## config.mk

```make
export PLATFORM = sky130hd
export DESIGN_NAME = mips_id_ex_stage
export DESIGN_NICKNAME = d
export VERILOG_FILES = /design/src/rtl/mips_pkg.sv /design/src/rtl/mips_alu_control.sv /design/src/rtl/mips_id_ex_stage.sv
export SDC_FILE = /design/constraint.sdc
export NUM_CORES = 1
export LEC_CHECK = 0
export ABC_AREA = 1
export CAP_MARGIN = 0
export CORE_MARGIN = 2
export CORE_UTILIZATION = 50
export DETAILED_ROUTE_END_ITERATION = 8
export PLACE_DENSITY = 0.95
export SLEW_MARGIN = 20
export SYNTH_ARGS = -nofsm -noshare
export SYNTH_HDL_FRONTEND = slang
export SYNTH_SLANG_ARGS = --single-unit
```

## constraint.sdc

```tcl
create_clock -name clk -period 3.7 [get_ports clk]
set_clock_uncertainty 0.15 [all_clocks]
set_input_delay 0.74 -clock clk [delete_from_list [all_inputs] [get_ports clk]]
set_output_delay 0.74 -clock clk [all_outputs]
set_load 0.05 [all_outputs]
```

## src/rtl/mips_pkg.sv

```systemverilog
// Shared encodings for the 8-bit MIPS datapath:
// ALU control codes, ALUOp classes and R-type funct fields.
package mips_pkg;

   localparam logic [3:0] ALU_AND = 4'd0;
   localparam logic [3:0] ALU_OR  = 4'd1;
   localparam logic [3:0] ALU_ADD = 4'd2;
   localparam logic [3:0] ALU_SUB = 4'd6;
   localparam logic [3:0] ALU_SLT = 4'd7;
   localparam logic [3:0] ALU_NOR = 4'd12;
   localparam logic [3:0] ALU_ILL = 4'd15;

   localparam logic [1:0] ALUOP_ADD   = 2'b00;
   localparam logic [1:0] ALUOP_SUB   = 2'b01;
   localparam logic [1:0] ALUOP_RTYPE = 2'b10;
   localparam logic [1:0] ALUOP_OR    = 2'b11;

   localparam logic [5:0] FUNCT_ADD = 6'b100000;
   localparam logic [5:0] FUNCT_SUB = 6'b100010;
   localparam logic [5:0] FUNCT_AND = 6'b100100;
   localparam logic [5:0] FUNCT_OR  = 6'b100101;
   localparam logic [5:0] FUNCT_SLT = 6'b101010;
   localparam logic [5:0] FUNCT_NOR = 6'b100111;

endpackage

```

## src/rtl/mips_alu_control.sv

```systemverilog
// Combinational ALU control decode: (ALUOp, funct) -> alu_ctl.
// Unknown R-type funct codes map to ALU_ILL and raise illegal_o.
module mips_alu_control
   import mips_pkg::*;
(
   input  logic [1:0] alu_op_i,
   input  logic [5:0] funct_i,
   output logic [3:0] alu_ctl_o,
   output logic       illegal_o
);

   always_comb begin
      alu_ctl_o = ALU_ADD;
      illegal_o = 1'b0;
      unique case (alu_op_i)
         ALUOP_ADD: alu_ctl_o = ALU_ADD;
         ALUOP_SUB: alu_ctl_o = ALU_SUB;
         ALUOP_OR:  alu_ctl_o = ALU_OR;
         default: begin
            case (funct_i)
               FUNCT_ADD: alu_ctl_o = ALU_ADD;
               FUNCT_SUB: alu_ctl_o = ALU_SUB;
               FUNCT_AND: alu_ctl_o = ALU_AND;
               FUNCT_OR:  alu_ctl_o = ALU_OR;
               FUNCT_SLT: alu_ctl_o = ALU_SLT;
               FUNCT_NOR: alu_ctl_o = ALU_NOR;
               default: begin
                  alu_ctl_o = ALU_ILL;
                  illegal_o = 1'b1;
               end
            endcase
         end
      endcase
   end

endmodule

```

## src/rtl/mips_id_ex_stage.sv

```systemverilog
// ID/EX pipeline register: decode, operand forwarding, stall/flush,
// and operand refresh from MEM/WB while the EX slot is held.
module mips_id_ex_stage
   import mips_pkg::*;
#(
   parameter int DW = 8,
   parameter int RW = 5
) (
   input  logic          clk,
   input  logic          reset,
   input  logic          stall,
   input  logic          flush,
   input  logic          id_valid,
   input  logic [1:0]    id_alu_op,
   input  logic [5:0]    id_funct,
   input  logic [DW-1:0] id_rs_data,
   input  logic [DW-1:0] id_rt_data,
   input  logic [DW-1:0] id_imm,
   input  logic          id_alu_src,
   input  logic [RW-1:0] id_rs,
   input  logic [RW-1:0] id_rt,
   input  logic [RW-1:0] id_rd,
   input  logic          id_reg_dst,
   input  logic          id_reg_write,
   input  logic          mem_reg_write,
   input  logic [RW-1:0] mem_rd,
   input  logic [DW-1:0] mem_result,
   input  logic          wb_reg_write,
   input  logic [RW-1:0] wb_rd,
   input  logic [DW-1:0] wb_result,
   output logic          ex_valid,
   output logic [3:0]    ex_alu_ctl,
   output logic [DW-1:0] ex_a,
   output logic [DW-1:0] ex_b,
   output logic [RW-1:0] ex_dest,
   output logic          ex_reg_write,
   output logic          ex_illegal
);

   logic [3:0]    dec_ctl;
   logic          dec_ill;

   logic          valid_q, valid_d;
   logic [3:0]    ctl_q, ctl_d;
   logic [DW-1:0] a_q, a_d;
   logic [DW-1:0] b_q, b_d;
   logic [RW-1:0] dest_q, dest_d;
   logic          rw_q, rw_d;
   logic          ill_q, ill_d;
   logic [RW-1:0] rs_q, rs_d;
   logic [RW-1:0] rt_q, rt_d;
   logic          src_q, src_d;

   mips_alu_control u_alu_control (
      .alu_op_i  (id_alu_op),
      .funct_i   (id_funct),
      .alu_ctl_o (dec_ctl),
      .illegal_o (dec_ill)
   );

   // MEM is the younger producer, so it wins over WB; r0 never forwards.
   function automatic logic [DW-1:0] fwd(
      input logic [RW-1:0] s,
      input logic [DW-1:0] dflt,
      input logic          m_we,
      input logic [RW-1:0] m_rd,
      input logic [DW-1:0] m_res,
      input logic          w_we,
      input logic [RW-1:0] w_rd,
      input logic [DW-1:0] w_res
   );
      logic nz;
      nz = (s != '0);
      if (m_we && m_rd == s && nz)      fwd = m_res;
      else if (w_we && w_rd == s && nz) fwd = w_res;
      else                              fwd = dflt;
   endfunction

   always_comb begin
      valid_d = valid_q;
      ctl_d   = ctl_q;
      a_d     = a_q;
      b_d     = b_q;
      dest_d  = dest_q;
      rw_d    = rw_q;
      ill_d   = ill_q;
      rs_d    = rs_q;
      rt_d    = rt_q;
      src_d   = src_q;
      if (flush || (!stall && !id_valid)) begin
         valid_d = 1'b0;
         ctl_d   = '0;
         a_d     = '0;
         b_d     = '0;
         dest_d  = '0;
         rw_d    = 1'b0;
         ill_d   = 1'b0;
         rs_d    = '0;
         rt_d    = '0;
         src_d   = 1'b0;
      end else if (stall) begin
         if (valid_q) begin
            a_d = fwd(rs_q, a_q, mem_reg_write, mem_rd,
                      mem_result, wb_reg_write, wb_rd, wb_result);
            if (!src_q)
               b_d = fwd(rt_q, b_q, mem_reg_write, mem_rd,
                         mem_result, wb_reg_write, wb_rd, wb_result);
         end
      end else begin
         valid_d = 1'b1;
         ctl_d   = dec_ctl;
         a_d     = fwd(id_rs, id_rs_data, mem_reg_write, mem_rd,
                       mem_result, wb_reg_write, wb_rd, wb_result);
         b_d     = id_alu_src ? id_imm :
                   fwd(id_rt, id_rt_data, mem_reg_write, mem_rd,
                       mem_result, wb_reg_write, wb_rd, wb_result);
         dest_d  = id_reg_dst ? id_rd : id_rt;
         rw_d    = id_reg_write & ~dec_ill;
         ill_d   = dec_ill;
         rs_d    = id_rs;
         rt_d    = id_rt;
         src_d   = id_alu_src;
      end
   end

   always_ff @(posedge clk) begin
      if (reset) begin
         valid_q <= 1'b0;
         ctl_q   <= '0;
         a_q     <= '0;
         b_q     <= '0;
         dest_q  <= '0;
         rw_q    <= 1'b0;
         ill_q   <= 1'b0;
         rs_q    <= '0;
         rt_q    <= '0;
         src_q   <= 1'b0;
      end else begin
         valid_q <= valid_d;
         ctl_q   <= ctl_d;
         a_q     <= a_d;
         b_q     <= b_d;
         dest_q  <= dest_d;
         rw_q    <= rw_d;
         ill_q   <= ill_d;
         rs_q    <= rs_d;
         rt_q    <= rt_d;
         src_q   <= src_d;
      end
   end

   assign ex_valid     = valid_q;
   assign ex_alu_ctl   = ctl_q;
   assign ex_a         = a_q;
   assign ex_b         = b_q;
   assign ex_dest      = dest_q;
   assign ex_reg_write = rw_q;
   assign ex_illegal   = ill_q;

endmodule

```

==> out/metrics.csv, run 1 <==
stage;metric;value;unit
power;total power;1.219;mW
cts;hold buffer count at cts;0;
cts;CTS tree;built;
min_path;hold path start;ex_reg_write;
cts;CTS resizes;0;
die;core area;0.006719;mm²
route;DR iter-0 viols;296;
cts;clk_lat worst skew;0.30;ns
timing;unrepaired setup endpoints after global routing;no;
die;Die X;86.90;µm
global_route;total track usage;30.57;%
timing;setup_tns;0;ns
die;IO Pins;111;
critical_path;Setup CP Type;input port to flip-flop;
critical_path;crit path DAT;2.66;ns
route;# DRC;0;
synth;syn nets;729;
timing;# setup viols final;0;
finish;non-filler cells, final;829;
timing;Final Max Tran Viols;0;
die;Initial Utilization;51.14;%
timing;Final WS setup;1.095;ns
finish;final core occ;69.39;%
global_route;first-pass GRT wire length;18490;µm
finish;# nets final;831;
place;number of buffer cells added on primary ports;110;
timing;Max-slew headroom;57.28;%
power;Power Dens Cells;261.4;mW/mm²
global_route;initial antenna violation count;0;
min_path;Hold Path Sink;ex_reg_write;
synth;sequential area share after synthesis;22.72;%
cts;CTS clk-pin slew, worst paths;0.09;ns
cts;clk sink count;39;
run;Max-Cap Viols;0;
timing;Min Clock Period, post-route;2.605;ns
place;DP Worst Slack;0.8423;ns
global_route;vias in the first global route;4257;
die;Die Span Y;86.90;µm
cts;CTS HTree Levels;2;
outcome;status;complete, no violations;
place;GP Congestion;0.9361;
die;die area;0.007551;mm²
synth;Ys Warns;0;
route;final wirelength;11480;µm
critical_path;RR Startpoint;rs_q[3];
route;vias after detailed routing;4352;
cts;clk buf depth;2;
power;Leak;2.343;nW
finish;commonest non-fill, non-tap cell in the layout;nand2_1;
min_path;hold path cells;2;
route;TritonRoute pass-1 iters;5;
cts;Clock Root Buffer;clkbuf_8;
timing;worst slew pin tran;0.6388;ns
route;WL met3;764;µm
timing;final period utilization;70.40;%
place;DP Wirelength;9104;µm
synth;Cells after Synth;646;
critical_path;Reg2Reg Depth;12;
critical_path;Worst Setup End Kind;flip-flop;
route;Vias/cell;5.250;
route;Routed WL per cell;13.85;µm
synth;synth unique cells;25;
route;met2 routed WL;5679;µm
timing;Hold Vio Cnt, Final;0;
critical_path;Startpoint Class;input port;
critical_path;r2r endpoint;ex_a[5];
place;placed insts;821;
die;Rows;30;
route;Max Used Layer;met4;
cts;CTS Buf Count;5;
critical_path;Crit Path Max Fanout;9;
synth;#FFs+latches synth;39;
critical_path;worst reg2reg setup slack;1.81;ns
route;antenna viol nets, final;0;
finish;share of cells above drive strength 1;6.409;%
global_route;total grt overflow;0;
global_route;largest net degree at the start of global routing;30;
synth;mapped cell area;0.003436;mm²
finish;Area Growth Syn to Fin;35.69;%
finish;commonest non-fill, non-tap cells in the layout;nand2_1, clkdlybuf4s50_1, inv_1, nor2_1;
synth;Mean Syn Cell Area;5.319;µm²
critical_path;Required @ worst endpoint;3.75;ns
timing;Fmax;383.9;MHz
min_path;type of the worst min-delay path;flip-flop to flip-flop;
cts;Post-CTS Setup Inserts;0;
finish;n_diodes;0;
route;Met1 Wirelength;4626;µm
power;Max VDD drop;0.0001539;V
per-stage QoR:
step | hold WS, ns | cell area (µm²)
floorplan | 0.2954 | 3436
global placement | 0.2921 | 4549
detailed placement | 0.3125 | 4549
CTS | 0.3258 | 4662
global route | 0.3509 | 4662
finish | 0.3240 | 4662
cells in the mapped netlist (all sizes together):
| library cell | instances | share of area [%] |
|---|---|---|
| a21oi | 67 | 10 |
| buf | 7 | 1.7 |
| xnor2 | 3 | 0.76 |
| o21ai | 7 | 1.0 |
| clkinv | 1 | 0.11 |
| nand4 | 6 | 1.1 |
| o211ai | 4 | 0.87 |
| a31oi | 1 | 0.18 |
| clkbuf | 10 | 1.1 |
| nand2 | 223 | 26 |
| dfxtp | 39 | 23 |
| inv | 104 | 11 |
| nand3 | 64 | 9.6 |
| nor3 | 3 | 0.58 |
| nor2 | 107 | 13 |
sequential cells by signal, summed over array words and instances, names as in the netlist:
register,count
ex_a,8
ex_b,8
ex_dest,5
rs_q,5
rt_q,5
ex_alu_ctl,4
ex_illegal,1
ex_reg_write,1
ex_valid,1
src_q,1
metal layers:
metal | vias up | GRT usage, %
li1 | 2194 | -
met3 | 38 | 4.455
met2 | 206 | 56.00
met4 | 0 | 12.07
met1 | 1914 | 35.39
met5 | - | 0
worst max-delay path, stage by stage:
cell	delay [ns]
clkdlybuf4s50_1	0.57
inv_2	0.09
nand2_1	0.06
nand2_1	0.05
nor2_1	0.12
nand2_1	0.08
nor2_2	0.37
inv_1	0.25
nand3_1	0.14
nand2_1	0.07
nand2_1	0.06
a21oi_1	0.05
power breakdown:
group	switching, mW	internal [mW]	total (mW)
logic	0.235	0.164	0.399
clock network	0.177	0.201	0.378
registers	0.00891	0.432	0.441
cell type report:
type | count | area (µm²)
clock buffers | 5 | 68.82
fillers | 643 | 2057
repair buffers | 112 | 1111
clock inverters | 3 | 43.79
flip-flops and latches | 39 | 780.7
multi-input cells | 485 | 2163
well taps | 80 | 100.1
inverters | 105 | 394.1
worst max-delay path by stage:
stage / from / slack [ns] / cells past startpoint / end
floorplan: mem_rd[4] / 1.73 / 11 / ex_b[5]
global placement: mem_rd[4] / 0.86 / 12 / ex_b[5]
detailed placement: mem_rd[1] / 0.84 / 12 / ex_b[5]
CTS: mem_rd[1] / 1.17 / 12 / ex_b[5]
global route: wb_rd[2] / 0.89 / 10 / ex_a[6]
finish: mem_rd[1] / 1.10 / 12 / ex_b[1]
cells by family (layout without fill, tap and decap cells):
family | after synthesis | count (layout) | synth area share, %
simple gates | 403 | 403 | 49.82
buf+inv | 122 | 225 | 14.31
compound gates | 79 | 79 | 12.38
flops | 39 | 39 | 22.72
xor+xnor | 3 | 3 | 0.7649
Power figures use the tool's default switching activity.
==> inputs of run 2 (changes only) <==
CORE_UTILIZATION = 47   (was 50)
PLACE_DENSITY = 0.9   (was 0.95)
clock period = 2.7 ns   (was 3.7 ns; I/O delays follow)
==> out/metrics.csv, run 2 (synthesis gave the netlist of run 1 again) <==
stage;metric;value;unit;change
min_path;type of the worst min-delay path;flip-flop to flip-flop;;unchanged
finish;commonest non-fill, non-tap cell in the layout;nand2_1;;unchanged
critical_path;crit path DAT;2.33;ns;was 2.66 ns
timing;Max-slew headroom;54.64;%;was 57.28%
route;DR iter-0 viols;272;;was 296
route;final wirelength;11220;µm;was 11480 µm
critical_path;CP delay by family, top;simple AND/OR/NAND/NOR gates;;unchanged
route;vias after detailed routing;4393;;was 4352
critical_path;Crit Path Max Fanout;9;;unchanged
timing;Fmax;445.3;MHz;
global_route;first-pass GRT wire length;17330;µm;was 18490 µm
timing;Hold Vio Cnt, Final;0;;unchanged
die;core area;0.007176;mm²;was 0.006719 mm²
cts;CTS resizes;0;;unchanged
timing;Min Clock Period, post-route;2.246;ns;
route;Routed WL per cell;13.17;µm;was 13.85 µm
timing;# setup viols final;0;;unchanged
cts;clk buf depth;2;;unchanged
timing;Final Max Tran Viols;0;;unchanged
cts;hold buffer count at cts;0;;unchanged
power;Leak;2.364;nW;was 2.343 nW
cts;CTS tree;built;;unchanged
critical_path;Buf/Inv on CP;2;;was 3
critical_path;Crit path top cell by count;nand2_1;;unchanged
die;IO Pins;111;;unchanged
critical_path;worst-path cell chain;clkdlybuf4s50_1 -> inv_1 -> a21oi_1 -> nand2_1 -> nor2_2 -> nand2_4 -> nand2_1 -> nand3_1 -> nand2_1 -> nand2_1 -> a21oi_1;;was clkdlybuf4s50_1 -> inv_2 -> nand2_1 -> nand2_1 -> nor2_1 -> nand2_1 -> nor2_2 -> inv_1 -> nand3_1 -> nand2_1 -> nand2_1 -> a21oi_1
finish;n_diodes;0;;unchanged
cts;CTS clk-pin slew, worst paths;0.09;ns;about the same
global_route;largest net degree at the start of global routing;54;;was 30
timing;Min Hold Slack;0.3198;ns;was 0.3240 ns
finish;# nets final;835;;was 831
die;die area;0.008010;mm²;was 0.007551 mm²
run;Max-Cap Viols;0;;unchanged
route;TritonRoute pass-1 iters;5;;unchanged
global_route;total track usage;27.43;%;was 30.57%
global_route;vias in the first global route;3937;;was 4257
critical_path;Startpoint Class;input port;;unchanged
power;Power Dens Cells;354.3;mW/mm²;was 261.4 mW/mm²
route;# DRC;0;;unchanged
die;Die X;89.50;µm;was 86.90 µm
global_route;initial antenna violation count;0;;unchanged
die;Die Span Y;89.50;µm;was 86.90 µm
finish;commonest non-fill, non-tap cells in the layout;nand2_1, clkdlybuf4s50_1, inv_1, nor2_1;;unchanged
timing;unrepaired setup endpoints after global routing;no;;unchanged
place;DP Wirelength;8835;µm;was 9104 µm
cts;clk sink count;39;;unchanged
cts;clk_lat worst skew;0.30;ns;about the same
place;number of buffer cells added on primary ports;110;;unchanged
cts;CTS Buf Count;5;;unchanged
global_route;total grt overflow;0;;unchanged
place;GP Congestion;1.057;;was 0.9361
power;Max VDD drop;0.0002153;V;was 0.0001539 V
die;Initial Utilization;47.88;%;was 51.14%
critical_path;CP max-delay cell;clkdlybuf4s50_1;;unchanged
cts;Post-CTS Setup Inserts;0;;unchanged
critical_path;Required @ worst endpoint;2.78;ns;was 3.75 ns
cts;Clock Root Buffer;clkbuf_8;;unchanged
outcome;status;complete, no violations;;unchanged
die;Rows;31;;was 30
critical_path;Setup CP Type;input port to flip-flop;;unchanged
route;Vias/cell;5.156;;was 5.250
finish;Area Growth Syn to Fin;37.25;%;was 35.69%
cts;CTS HTree Levels;2;;unchanged
finish;share of cells above drive strength 1;6.906;%;was 6.409%
critical_path;Worst path max stage delay;0.52;ns;was 0.57 ns
timing;setup_tns;0;ns;unchanged
critical_path;Worst Setup End Kind;flip-flop;;unchanged
timing;worst slew pin tran;0.6783;ns;was 0.6388 ns
timing;final period utilization;83.17;%;
route;antenna viol nets, final;0;;unchanged
run 2: final timing paths:
kind,slack [ns],startpoint,endpoint,depth (start not counted)
setup / recovery,0.45,id_rt[3],ex_b[3],11
hold / removal,0.32,src_q,src_q,2
setup reg to reg,0.85,rs_q[3],ex_a[0],12
hold reg to reg,0.32,src_q,src_q,2
run 2: worst register-to-register path, delay by kind of cell (launching register included):
| family | cells | cell delay (ns) |
|---|---|---|
| AND/OR/NAND/NOR | 9 | 0.93 |
| AO/OA/AOI/OAI | 1 | 0.12 |
| buffers and inverters | 2 | 0.13 |
| flip-flops | 1 | 0.45 |
run 2: power breakdown:
group / switching, mW / internal [mW]
combinational: 0.320 / 0.228
sequential: 0.0124 / 0.593
clock: 0.242 / 0.276
total: 0.574 / 1.10
run 2: layout make-up:
type	count	area, µm²
repair buffers	116	1141
clock inverters	3	43.79
fillers	669	2460
multi-input cells	485	2163
clock buffers	5	68.82
well taps	99	123.9
inverters	105	394.1
flip-flops and latches	39	780.7
run 2: through the flow:
stage	cells	cell area [µm²]	total power, mW	util [%]	worst slack [ns]
after floorplan	646	3436	0.9279	-	0.9289
after global placement	844	4603	1.155	64.15	0.2157
after detailed placement	844	4603	1.160	64.15	0.1941
after CTS	852	4716	1.671	65.72	0.4931
after global routing	852	4716	1.750	65.72	0.2643
final	852	4716	1.671	65.72	0.4543
run 2: metal layers:
metal,GRT usage [%],part of all wire [%],vias up
met5,0,0,-
met4,9.905,2.8,0
met3,4.063,7.7,31
met2,49.43,49,207
met1,32.89,40,1956
li1,-,-,2199
